**src/rtl/pipe_pkg.sv**
```systemverilog
// rtl/pipe_pkg.sv - shared types and widths for the inter-stage pipeline registers
package pipe_pkg;

   localparam int CTRL_W = 7;

   typedef struct packed {
      logic branch;
      logic mem_read;
      logic mem_to_reg;
      logic mem_write;
      logic reg_write;
      logic jal;
      logic jalr;
   } ctrl_t;

   // Payload widths per stage boundary.
   localparam int IF_ID_DATA_W  = 64;   // pc, instruction
   localparam int ID_EX_DATA_W  = 133;  // pc, rs1, rs2, imm, rd
   localparam int EX_MEM_DATA_W = 97;   // alu_result, store data, pc+4, zero
   localparam int MEM_WB_DATA_W = 101;  // read data, alu_result, pc+4, rd

   // Encoding equals the number of held entries.
   typedef enum logic [1:0] {
      OCC_EMPTY = 2'd0,
      OCC_ONE   = 2'd1,
      OCC_TWO   = 2'd2
   } occ_state_e;

   function automatic logic [1:0] occ_count(input occ_state_e s);
      return logic'(s == OCC_TWO) ? 2'd2 : ((s == OCC_ONE) ? 2'd1 : 2'd0);
   endfunction

endpackage

```
**src/rtl/pipe_stage_reg_if.sv**
```systemverilog
// rtl/pipe_stage_reg_if.sv - handshake bundle between two pipeline stages
interface pipe_stage_reg_if #(
   parameter int CTRL_W = pipe_pkg::CTRL_W,
   parameter int DATA_W = pipe_pkg::EX_MEM_DATA_W
);
   logic              flush;
   logic              in_valid;
   logic              in_ready;
   logic [CTRL_W-1:0] in_ctrl;
   logic [DATA_W-1:0] in_data;
   logic              out_valid;
   logic              out_ready;
   logic [CTRL_W-1:0] out_ctrl;
   logic [DATA_W-1:0] out_data;
   logic [1:0]        occ;

   modport master (
      output flush, in_valid, in_ctrl, in_data, out_ready,
      input  in_ready, out_valid, out_ctrl, out_data, occ
   );

   modport slave (
      input  flush, in_valid, in_ctrl, in_data, out_ready,
      output in_ready, out_valid, out_ctrl, out_data, occ
   );
endinterface

```
**src/rtl/pipe_stage_reg.sv**
```systemverilog
// rtl/pipe_stage_reg.sv - valid/ready pipeline register with flush and optional skid entry
module pipe_stage_reg #(
   parameter int CTRL_W = pipe_pkg::CTRL_W,
   parameter int DATA_W = pipe_pkg::EX_MEM_DATA_W,
   parameter bit SKID   = 1'b1
) (
   input  logic            clk,
   input  logic            rst,
   pipe_stage_reg_if.slave bus
);
   import pipe_pkg::*;

   logic in_fire;
   logic out_fire;

   assign in_fire  = bus.in_valid & bus.in_ready;
   assign out_fire = bus.out_valid & bus.out_ready;

   if (SKID) begin : g_skid
      occ_state_e        state_q,    state_d;
      logic              in_ready_q, in_ready_d;
      logic [CTRL_W-1:0] m_ctrl_q,   m_ctrl_d;
      logic [DATA_W-1:0] m_data_q,   m_data_d;
      logic [CTRL_W-1:0] s_ctrl_q,   s_ctrl_d;
      logic [DATA_W-1:0] s_data_q,   s_data_d;

      always_comb begin
         state_d  = state_q;
         m_ctrl_d = m_ctrl_q;
         m_data_d = m_data_q;
         s_ctrl_d = s_ctrl_q;
         s_data_d = s_data_q;

         case (state_q)
            OCC_EMPTY: begin
               if (in_fire) begin
                  state_d  = OCC_ONE;
                  m_ctrl_d = bus.in_ctrl;
                  m_data_d = bus.in_data;
               end
            end
            OCC_ONE: begin
               if (in_fire && out_fire) begin
                  m_ctrl_d = bus.in_ctrl;
                  m_data_d = bus.in_data;
               end else if (in_fire) begin
                  state_d  = OCC_TWO;
                  s_ctrl_d = bus.in_ctrl;
                  s_data_d = bus.in_data;
               end else if (out_fire) begin
                  state_d = OCC_EMPTY;
               end
            end
            OCC_TWO: begin
               if (out_fire) begin
                  state_d  = OCC_ONE;
                  m_ctrl_d = s_ctrl_q;
                  m_data_d = s_data_q;
               end
            end
            default: state_d = OCC_EMPTY;
         endcase

         // Flush drops everything, including a same-cycle accept, but keeps the
         // last payload visible on out_data.
         if (bus.flush) begin
            state_d  = OCC_EMPTY;
            m_ctrl_d = '0;
            s_ctrl_d = '0;
            m_data_d = m_data_q;
            s_data_d = s_data_q;
         end

         in_ready_d = (state_d != OCC_TWO);
      end

      always_ff @(posedge clk) begin
         if (rst) begin
            state_q    <= OCC_EMPTY;
            in_ready_q <= 1'b0;
            m_ctrl_q   <= '0;
            m_data_q   <= '0;
            s_ctrl_q   <= '0;
            s_data_q   <= '0;
         end else begin
            state_q    <= state_d;
            in_ready_q <= in_ready_d;
            m_ctrl_q   <= m_ctrl_d;
            m_data_q   <= m_data_d;
            s_ctrl_q   <= s_ctrl_d;
            s_data_q   <= s_data_d;
         end
      end

      assign bus.in_ready  = in_ready_q;
      assign bus.out_valid = (state_q != OCC_EMPTY);
      assign bus.out_ctrl  = (state_q != OCC_EMPTY) ? m_ctrl_q : '0;
      assign bus.out_data  = m_data_q;
      assign bus.occ       = occ_count(state_q);
   end else begin : g_single
      logic              m_valid_q, m_valid_d;
      logic              rdy_en_q,  rdy_en_d;
      logic [CTRL_W-1:0] m_ctrl_q,  m_ctrl_d;
      logic [DATA_W-1:0] m_data_q,  m_data_d;

      always_comb begin
         m_valid_d = m_valid_q;
         m_ctrl_d  = m_ctrl_q;
         m_data_d  = m_data_q;
         rdy_en_d  = 1'b1;

         if (in_fire) begin
            m_valid_d = 1'b1;
            m_ctrl_d  = bus.in_ctrl;
            m_data_d  = bus.in_data;
         end else if (out_fire) begin
            m_valid_d = 1'b0;
         end

         if (bus.flush) begin
            m_valid_d = 1'b0;
            m_ctrl_d  = '0;
            m_data_d  = m_data_q;
         end
      end

      always_ff @(posedge clk) begin
         if (rst) begin
            m_valid_q <= 1'b0;
            rdy_en_q  <= 1'b0;
            m_ctrl_q  <= '0;
            m_data_q  <= '0;
         end else begin
            m_valid_q <= m_valid_d;
            rdy_en_q  <= rdy_en_d;
            m_ctrl_q  <= m_ctrl_d;
            m_data_q  <= m_data_d;
         end
      end

      // rdy_en_q holds ready low for the cycle following reset.
      assign bus.in_ready  = rdy_en_q & (bus.out_ready | ~m_valid_q);
      assign bus.out_valid = m_valid_q;
      assign bus.out_ctrl  = m_valid_q ? m_ctrl_q : '0;
      assign bus.out_data  = m_data_q;
      assign bus.occ       = {1'b0, m_valid_q};
   end

   a_bubble_ctrl : assert property (@(posedge clk) disable iff (rst)
      !bus.out_valid |-> (bus.out_ctrl == '0));

   a_occ_range : assert property (@(posedge clk) disable iff (rst)
      bus.occ != 2'd3);

endmodule

```
**src/flat_wrapper.sv**
```systemverilog
// flat-port wrapper written by rule: the top's interface ports become plain ports
module pipe_stage_reg_flat import pipe_pkg::*;
#(
   parameter int CTRL_W = pipe_pkg::CTRL_W,
   parameter int DATA_W = pipe_pkg::EX_MEM_DATA_W,
   parameter bit SKID   = 1'b1
)
  (clk, rst, bus_flush, bus_in_valid, bus_in_ctrl, bus_in_data, bus_out_ready, bus_in_ready, bus_out_valid, bus_out_ctrl, bus_out_data, bus_occ);
  pipe_stage_reg_if #(.CTRL_W(CTRL_W), .DATA_W(DATA_W)) bus_i ();
  input  logic clk;
  input  logic rst;
  input wire logic [$bits(bus_i.flush)-1:0] bus_flush;
  input wire logic [$bits(bus_i.in_valid)-1:0] bus_in_valid;
  input wire logic [$bits(bus_i.in_ctrl)-1:0] bus_in_ctrl;
  input wire logic [$bits(bus_i.in_data)-1:0] bus_in_data;
  input wire logic [$bits(bus_i.out_ready)-1:0] bus_out_ready;
  output wire logic [$bits(bus_i.in_ready)-1:0] bus_in_ready;
  output wire logic [$bits(bus_i.out_valid)-1:0] bus_out_valid;
  output wire logic [$bits(bus_i.out_ctrl)-1:0] bus_out_ctrl;
  output wire logic [$bits(bus_i.out_data)-1:0] bus_out_data;
  output wire logic [$bits(bus_i.occ)-1:0] bus_occ;
  assign bus_i.flush = bus_flush;
  assign bus_i.in_valid = bus_in_valid;
  assign bus_i.in_ctrl = bus_in_ctrl;
  assign bus_i.in_data = bus_in_data;
  assign bus_i.out_ready = bus_out_ready;
  assign bus_in_ready = bus_i.in_ready;
  assign bus_out_valid = bus_i.out_valid;
  assign bus_out_ctrl = bus_i.out_ctrl;
  assign bus_out_data = bus_i.out_data;
  assign bus_occ = bus_i.occ;
  pipe_stage_reg #(.CTRL_W(CTRL_W), .DATA_W(DATA_W), .SKID(SKID)) u_core (.clk(clk), .rst(rst), .bus(bus_i));
endmodule
```
**config.mk**
```make
export PLATFORM = sky130hd
export DESIGN_NAME = pipe_stage_reg_flat
export DESIGN_NICKNAME = d
export VERILOG_FILES = /design/src/rtl/pipe_pkg.sv /design/src/rtl/pipe_stage_reg_if.sv /design/src/rtl/pipe_stage_reg.sv /design/src/flat_wrapper.sv
export SDC_FILE = /design/constraint.sdc
export NUM_CORES = 1
export LEC_CHECK = 0
export BUFFER_PORTS_ARGS = -buffer_cell sky130_fd_sc_hd__buf_2
export CORE_ASPECT_RATIO = 1.4
export CORE_MARGIN = 2
export CORE_UTILIZATION = 44
export CTS_CLUSTER_SIZE = 20
export DETAILED_ROUTE_END_ITERATION = 7
export PLACE_DENSITY = 0.67
export RECOVER_POWER = 100
export SLEW_MARGIN = 10
export SYNTH_ARGS = -nofsm -noshare
export SYNTH_HDL_FRONTEND = slang
export SYNTH_SLANG_ARGS = --single-unit
```
**constraint.sdc**
```tcl
create_clock -name clk -period 2.7 [get_ports clk]
set_clock_uncertainty 0.05 [all_clocks]
set_input_delay 0.675 -clock clk [delete_from_list [all_inputs] [get_ports clk]]
set_output_delay 0.675 -clock clk [all_outputs]
set_load 0.05 [all_outputs]
```
After elaboration in Yosys (flattened, before gate mapping). Cells that the tools add are included.

Flip-flop bits (word level): 211. Latch bits: 0. Bits in writable memories: 0. Bits in read-only memories: 0. Input bits: 109. Output and inout bits: 108. Memories: 0.

$add $sub $neg: 0. Multipliers: 0. Divide/modulo/power cells: 0. $lt $le $gt $ge: 0. Eq/ne operators: 6. Shift-type cells: 0. Multiplexer cells: 18. Bitwise gates (word level): 4. Reductions and logical operators: 9.

Operator list (number): 97-bit two-way mux (3); 97-bit one-hot mux with 3 select lines (1); 7-bit two-way mux (4); 7-bit one-hot mux with 3 select lines (1); 2-bit two-way mux (7); 4-bit AND reduction (2); 2-bit by 1-bit != test with 1-bit output (second input constant) (3); 2-bit one-hot mux with 3 select lines (1); 5-bit AND reduction (1); 3-bit AND reduction (1); 3-bit nonzero test (1); 1-bit bitwise AND (2); 2-bit by 1-bit == test with 1-bit output (second input constant) (1); 2-bit == test (second input constant) (1); 2-bit logical NOT (1); 2-bit != test (second input constant) (1); 1-bit inverter (2); 2-bit nonzero test (1); 2-bit OR reduction (1); 1-bit logical AND (1); 1-bit two-way mux (1).

Longest topological paths before layout. Gate-level depths: netlist (run 1).

Depth in word-level cells: 8. Mapped depth: 7.

Least setup slack after synthesis (run 1). Ideal clock, no wire load.

Path kind: reg-to-output. Start point: reg u_core.g_skid.state_q[1]. End point: out bus_out_ctrl[0]. Arrival time: 1.697 ns. Data required time: 1.975 ns. Slack: 0.278 ns. Cell stages (with the launch flop): 5. Cells stage by stage: dfxtp_1 -> clkbuf_1 -> clkbuf_1 -> nor2_1 -> nor2b_1.

Longest elaborated chain between the ends: 2.

RTL lines: start: declaration (line pipe_stage_reg.sv:20) `occ_state_e state_q, state_d;`; start signal: assignment (line pipe_stage_reg.sv:86) `state_q <= state_d;`; 2-bit nonzero test (line pipe_stage_reg.sv:97) `assign bus.out_ctrl = (state_q != OCC_EMPTY) ? m_ctrl_q : '0;`; 7-bit two-way mux (line pipe_stage_reg.sv:97); end: declaration (line flat_wrapper.sv:19) `output wire logic [$bits(bus_i.out_ctrl)-1:0] bus_out_ctrl;`.

Every way passes these cells.

Final worst setup path (run 1).
Start point: reg u_core.g_skid.state_q[1]. End point: out bus_occ[1].

Longest elaborated chain between the ends: 2.

RTL lines: 2-bit == test (line pipe_pkg.sv:30) `return logic'(s == OCC_TWO) ? 2'd2 : ((s == OCC_ONE) ? 2'd1 : 2'd0);`; 2-bit two-way mux (line pipe_pkg.sv:30); end: declaration (line flat_wrapper.sv:21) `output wire logic [$bits(bus_i.occ)-1:0] bus_occ;`.

Every way passes these cells.

==> metrics.md, run 1 <==
| Metric | Value |
|---|---|
| Routability cong. | around 0.76 |
| Fill count | roughly 2300 |
| Core ar. | 0.0224 mm^2 |
| Worst endpoint required time | ~2 ns |
| Hold Path Class | input port to flip-flop |
| Die X | 131 um |
| Final Hold Vio Count | 0 |
| Post-CTS Hold Buffers | 0 |
| Seq/Total Area, Yosys | 0.426 |
| Crit-path max FO | 24 |
| RSZ-0062 raised after global routing | false |
| Critical path class | flip-flop to output port |
| FMAX | 389 MHz |
| Synth area leader | dfxtp_1 |
| Leakage power | 0.00427 uW |
| Clk sinks | 211 |
| Asr flop ratio synth | 0 |
| Outcome | complete, no violations |
| HPWL Detailed | about 17 mm |
| Avg Synthesized Cell Area | 8.94 um^2 |
| Total gr overflow | 0 |
| Pre-CTS setup slack | 0.287 ns |
| DIE HEIGHT | 182 um |
| Post-layout util | 0.506 |
| Final WS setup | between 0.1 and 0.15 ns |
| Final instance area | approximately 0.011 mm^2 |
| Tot GR Track Use | 0.237 |
| Main synth FF type | dfxtp_1 |
| Post-CTS Setup Repair Bufs | 0 |
| Worst VDD drop | approximately 0.37 mV |
| Die Area | around 0.024 mm^2 |
| CP arrival | 1.85 ns |
| Synth Warn # | 0 |
| 1st-pass router iterations | 6 |
| Port Buf Inserts | 216 |
| Post-synth EDFFs | 0 |
| Placement Rows | 65 |
| IO Count | approximately 220 |
| Initial antenna violation count | 0 |
| Cell count after synthesis | roughly 1100 |
| Flop pwr share | 0.455 |
| Most instantiated cells after synthesis | dfxtp_1, clkbuf_1, a21oi_1 |
| Setup TNS | 0 ns |
| Worst skew pair latency | 0.50 ns |
| Placed Area | about 0.011 mm^2 |
| Vias per cell | around 5.9 |
| Tcrit/Tclk final | 0.952 |
| Clk network pwr share | 0.399 |
| Worst flop-to-flop path startpoint | u_core.g_skid.state_q[0] |
| Slew margin rel. | 0.268 |
| Sw frac | 0.288 |
| First-pass GRT wire length | between 40 and 50 mm |
| TritonCTS clock tree | done |
| WL/cell | ~19 um |
| Most common cell in the netlist | dfxtp_1 |
| Hold path start | bus_in_data[90] |
| Final min period | 2.57 ns |
| Final-report max-slew violation count | 0 |
| Vias | 9182 |
| DR iter-0 viols | 600 |
| Hold Path Depth | 3 |
| DRC errors left | 0 |
| Share of layout cells above drive strength 1 | 0.147 |
| Least-Margin Pin Slew | 1.10 ns |
| Clock root cell | clkbuf_16 |
| Clock slew at reported path FFs | 0.07 ns |
| Startpoint types | flip-flop |
| Area grow syn2layout | 14.1% |
| PostCTS Resize Cnt | 0 |
| Cells taking the most area after synthesis | dfxtp_1, a221oi_2, and3b_1, a211oi_1, a21oi_1 |
| Cells on worst reg2reg path | 5 |
| Number of global-route vias before repair | a little under 9000 |
| Combinational group share of total power | 0.146 |
| Max-cap violations | 0 |
| Worst setup EP type | output port |
| Post-DRT Antenna Nets | 0 |
| Max Buffers Root-to-Sink | 3 |
| Seq cells post-synth | approximately 210 |
| H-tree Lvls | 1 |
| ANT cells | 0 |
| Final setup violating endpoints | 0 |
| Share of the synthesized area in the top cell type | 0.426 |
| Initial Util | 0.443 |
| CTS Buf Count | 22 |
| Largest net degree at the start of global routing | between 100 and 150 |
| Routed WL | between 20 and 30 mm |
| CP startpoint | u_core.g_skid.state_q[1] |
| P_int | 5150 uW |
| Pwr/cell area | 640 mW/mm^2 |
| Mapped Nets | 1218 |
| Distinct cell type count after synthesis | 27 |
| Final #Nets | 1346 |
| Sw power | approximately 2100 uW |
| Post-Syn Area | approximately 0.0099 mm^2 |
## per-stage QoR
| stage | total power (uW) | cells | hold WS, ns |
|---|---|---|---|
| 2_1_floorplan | 4170 | 1109 | 0.399 |
| 3_3_place_gp | 4520 | 1514 | 0.396 |
| 3_5_place_dp | 4530 | 1514 | 0.397 |
| 4_1_cts | 7410 | 1550 | 0.367 |
| 5_1_grt | 7490 | 1550 | 0.379 |
| 6_report | 7230 | 1550 | 0.378 |
## registers in the layout, indices dropped and copies added (netlist names)
signal and count:
u_core.bus.in_ready 1, u_core.bus.out_data 97, u_core.g_skid.s_data_q 97, u_core.g_skid.m_ctrl_q 7
u_core.g_skid.state_q 2, u_core.g_skid.s_ctrl_q 7
## logic make-up (layout without fill, tap and decap cells)
logic type / after synthesis / in the layout / synth area share
AO/OA/AOI/OAI: 413 / 413 / 0.311
AND/OR/NAND/NOR: 245 / 245 / 0.163
buffers and inverters: 240 / 380 / 0.0995
flip-flops: 211 / 211 / 0.426
## power groups by stage
stage          sequential, uW  combinational [uW]  clock, uW
5_1_grt                  3310                1120       3060
3_3_place_gp             3360                1160          0
6_report                 3290                1050       2890
4_1_cts                  3290                1170       2950
2_1_floorplan            3700                 476          0
3_5_place_dp             3360                1170          0
## cell usage in the layout, fill, tap and decap left out, drive strengths merged
cell	instances
a211oi	97
a21oi	106
a221oi	97
a311oi	7
and3b	98
and4b	2
and4bb	1
buf	134
clkbuf	142
clkinv	3
dfxtp	211
inv	101
nand2	15
nand2b	1
nand3	104
nand4b	1
nor2	3
nor2b	9
nor3	1
nor4	7
o21ai	105
o31ai	1
or2	2
or3	1
## critical path, cell delays in order, from the launching register on
cell      delay [ns]
dfxtp_1         0.49
clkbuf_4        0.39
nand2b_4        0.09
clkinv_1        0.10
buf_2           0.27
## path summary, 6_finish.rpt
kind / endpoint / slack [ns]
max reg2reg: u_core.g_skid.s_data_q[12] / 0.24
min reg2reg: u_core.bus.out_data[73] / 0.41
min: u_core.g_skid.s_data_q[90] / 0.38
max: bus_occ[1] / 0.13
## per-layer routing
layer,GRT usage,part of all wire,up-vias
met5,0,0,-
li1,-,-,4335
met1,0.313,0.42,4484
met2,0.396,0.49,306
met3,0.0315,0.055,57
met4,0.0817,0.028,0
## area by class of cell
class / count / area (um^2) / share of cell area
Timing Repair Buffer: 243 / 1290 / 0.115
Clock inverter: 3 / 18.8 / 0.00166
Clock buffer: 33 / 653 / 0.0577
Inverter: 101 / 379 / 0.0335
Multi-Input combinational cell: 658 / 4360 / 0.386
Sequential cell: 211 / 4230 / 0.374
Tap cell: 301 / 377 / 0.0333
Power figures use the tool's default switching activity.
==> inputs of run 2 (changes only) <==
--- a/config.mk
+++ b/config.mk
@@ -5,15 +5,14 @@
 export SDC_FILE = /design/constraint.sdc
 export NUM_CORES = 1
 export LEC_CHECK = 0
-export BUFFER_PORTS_ARGS = -buffer_cell sky130_fd_sc_hd__buf_2
 export CORE_ASPECT_RATIO = 1.4
 export CORE_MARGIN = 2
 export CORE_UTILIZATION = 44
 export CTS_CLUSTER_SIZE = 20
 export DETAILED_ROUTE_END_ITERATION = 7
-export PLACE_DENSITY = 0.67
+export DONT_BUFFER_PORTS = 1
 export RECOVER_POWER = 100
-export SLEW_MARGIN = 10
+export SLEW_MARGIN = 20
 export SYNTH_ARGS = -nofsm -noshare
 export SYNTH_HDL_FRONTEND = slang
 export SYNTH_SLANG_ARGS = --single-unit
==> run 2 against run 1 <==
Worst hold slack got worse by 0.18 ns. First-iteration DRC count rose by 6.7%. Maximum frequency rose by 1.6%. Register-to-register slack barely moved. Sequential power rose by 11%. Core utilization fell by 4.5 points. Cell area fell by 8.9%. Cell count fell by 14%. Die area did not move.
==> metrics.md, run 2 (synthesis results as in run 1) <==
| Metric | Value |
|---|---|
| Outcome | complete, no violations |
| Startpoint types | flip-flop |
| Leakage power | 0.00367 uW (-14%) |
| ANT cells | 0 (unchanged) |
| Cells along the critical path | buf_4 -> nor2_2 -> nor2b_1 -> clkbuf_2 |
| Pwr/cell area | 685 mW/mm^2 (+7.1%) |
| Worst setup EP type | output port |
| Final min period | 2.53 ns (-0.0406 ns) |
| Slowest CP cell | dfxtp_4 |
| Final WS setup | 0.169 ns (+0.0406 ns) |
| Max Buffers Root-to-Sink | 3 (unchanged) |
| Final setup violating endpoints | 0 (unchanged) |
| Post-CTS Setup Repair Bufs | 0 (unchanged) |
| Critical path class | flip-flop to output port |
| TritonCTS clock tree | done |
| Number of global-route vias before repair | 8239 (-5.1%) |
| Sw power | 1990 uW (-4.4%) |
| Share of layout cells above drive strength 1 | 0.0703 (-0.0762) |
| Routed WL | 28.5 mm (-2.6%) |
| Clk network pwr share | 0.423 (+0.024) |
| Largest net degree at the start of global routing | 198 (+89%) |
| DRC errors left | 0 (unchanged) |
| Pre-CTS setup slack | 0.259 ns (-0.0273 ns) |
| 1st-pass router iterations | 5 (-1) |
| Die Area | 0.0238 mm^2 (unchanged) |
| FMAX | 395 MHz (+1.6%) |
| Most common cell after layout, fill and taps aside | dfxtp_1 |
| Final-report max-slew violation count | 0 (unchanged) |
| CP arrival | 1.81 ns (-0.04 ns) |
| Crit-path max FO | 19 (-21%) |
| IO Count | 217 (unchanged) |
| Clock slew at reported path FFs | 0.06 ns (about the same) |
| Worst VDD drop | 0.528 mV (+42%) |
| Vias | 8278 (-9.8%) |
| Vias per cell | 6.18 (+4.4%) |
| Placement Rows | 65 (unchanged) |
| Slowest stage delay, CP | 0.45 ns (-0.04 ns) |
| Clock root cell | clkbuf_16 |
| Post-DRT Antenna Nets | 0 (unchanged) |
| DR iter-0 viols | 640 (+6.7%) |
| Sw frac | 0.282 (-0.00571) |
| P_int | 5060 uW (-1.7%) |
| Most frequent cells in the layout | dfxtp_1, a21oi_1, o21ai_0 |
| Flop pwr share | 0.519 (+0.064) |
| Slew margin rel. | 0.325 (+0.0570) |
| Tcrit/Tclk final | 0.937 (-0.0151) |
| WL/cell | 21.3 um (+13%) |
| H-tree Lvls | 1 (unchanged) |
| Least-Margin Pin Slew | 1.01 ns (-0.0846 ns) |
| Routability cong. | 0.749 (-0.96%) |
| Initial Util | 0.443 (unchanged) |
| Post-CTS Hold Buffers | 0 (unchanged) |
| Final Hold Vio Count | 0 (unchanged) |
| Die X | 131 um (unchanged) |
| Max-cap violations | 0 (unchanged) |
| Worst endpoint required time | 1.98 ns (about the same) |
| Port Buf Inserts | 0 (-100%) |
| Worst skew pair latency | 0.52 ns (+0.02 ns) |
| RSZ-0062 raised after global routing | false |
| HPWL Detailed | 15.3 mm (-11%) |
| Final #Nets | 1132 (-16%) |
| DIE HEIGHT | 182 um (unchanged) |
| Core ar. | 0.0224 mm^2 (unchanged) |
| Hold Path Class | input port to flip-flop |
| Combinational group share of total power | 0.059 (-0.087) |
| Area grow syn2layout | 3.95% |
| Clk sinks | 211 (unchanged) |
| Tot GR Track Use | 0.231 (-0.00617) |
| First-pass GRT wire length | 44.6 mm (-3.1%) |
| CTS Buf Count | 23 (+4.5%) |
| Initial antenna violation count | 0 (unchanged) |
| Setup TNS | 0 ns (unchanged) |
| Total gr overflow | 0 (unchanged) |
==> run 2: layout make-up <==
| cell class | count | area [um^2] |
|---|---|---|
| sequential | 211 | 4230 |
| clock buffer | 32 | 649 |
| fill | 2268 | 12100 |
| clock inverter | 8 | 50.0 |
| inverter | 101 | 379 |
| timing repair buffer | 28 | 238 |
| multi-input combinational | 658 | 4380 |
| tap | 301 | 377 |
==> run 2: routing by layer <==
metal	wire [um]	track usage	vias to the layer above	part of all wire
li1	-	-	3915	-
met1	11100	0.272	4039	0.39
met2	14200	0.403	272	0.50
met3	2190	0.0551	52	0.077
met4	979	0.0855	0	0.034
met5	0	0	-	0
==> run 2: worst paths after layout <==
kind	startpoint	to	slack, ns	cells after the start
worst max register to register	u_core.bus.in_ready	u_core.g_skid.s_data_q[34]	0.25	5
worst min-delay path	rst	u_core.bus.out_data[31]	0.19	1
worst max-delay path	u_core.g_skid.state_q[1]	bus_out_ctrl[5]	0.17	4
worst min register to register	u_core.g_skid.s_data_q[52]	u_core.g_skid.s_data_q[52]	0.42	2
==> run 2: per-stage QoR <==
stage | std cells | total power, uW | hold WS [ns] | util | cell area [um^2]
final | 1339 | 7050 | 0.193 | 0.461 | 10300
after detailed placement | 1299 | 4220 | 0.406 | 0.447 | 10000
after global routing | 1339 | 7310 | 0.161 | 0.461 | 10300
after CTS | 1339 | 7210 | 0.160 | 0.479 | 10700
after global placement | 1299 | 4210 | 0.400 | 0.447 | 10000
after floorplan | 1109 | 4170 | 0.399 | - | 9910
==> run 2: power by group through the flow <==
stage                     combinational, uW  clock [uW]  sequential (uW)
after detailed placement                491           0             3730
after CTS                               492        3050             3660
after global routing                    461        3170             3670
after global placement                  485           0             3730
final                                   416        2980             3660
after floorplan                         476           0             3700
==> run 2: worst max-delay path: cells and delay by family, from the launching register on <==
kind	cells	cell delay, ns
flip-flops	1	0.45
buffers and inverters	2	0.56
AND/OR/NAND/NOR	2	0.26
==> run 2: what timing repair did <==
action,4_1_cts,5_1_grt
setup endpoints to repair,0,3
hold endpoints to repair,0,0
gates resized for setup,0,1
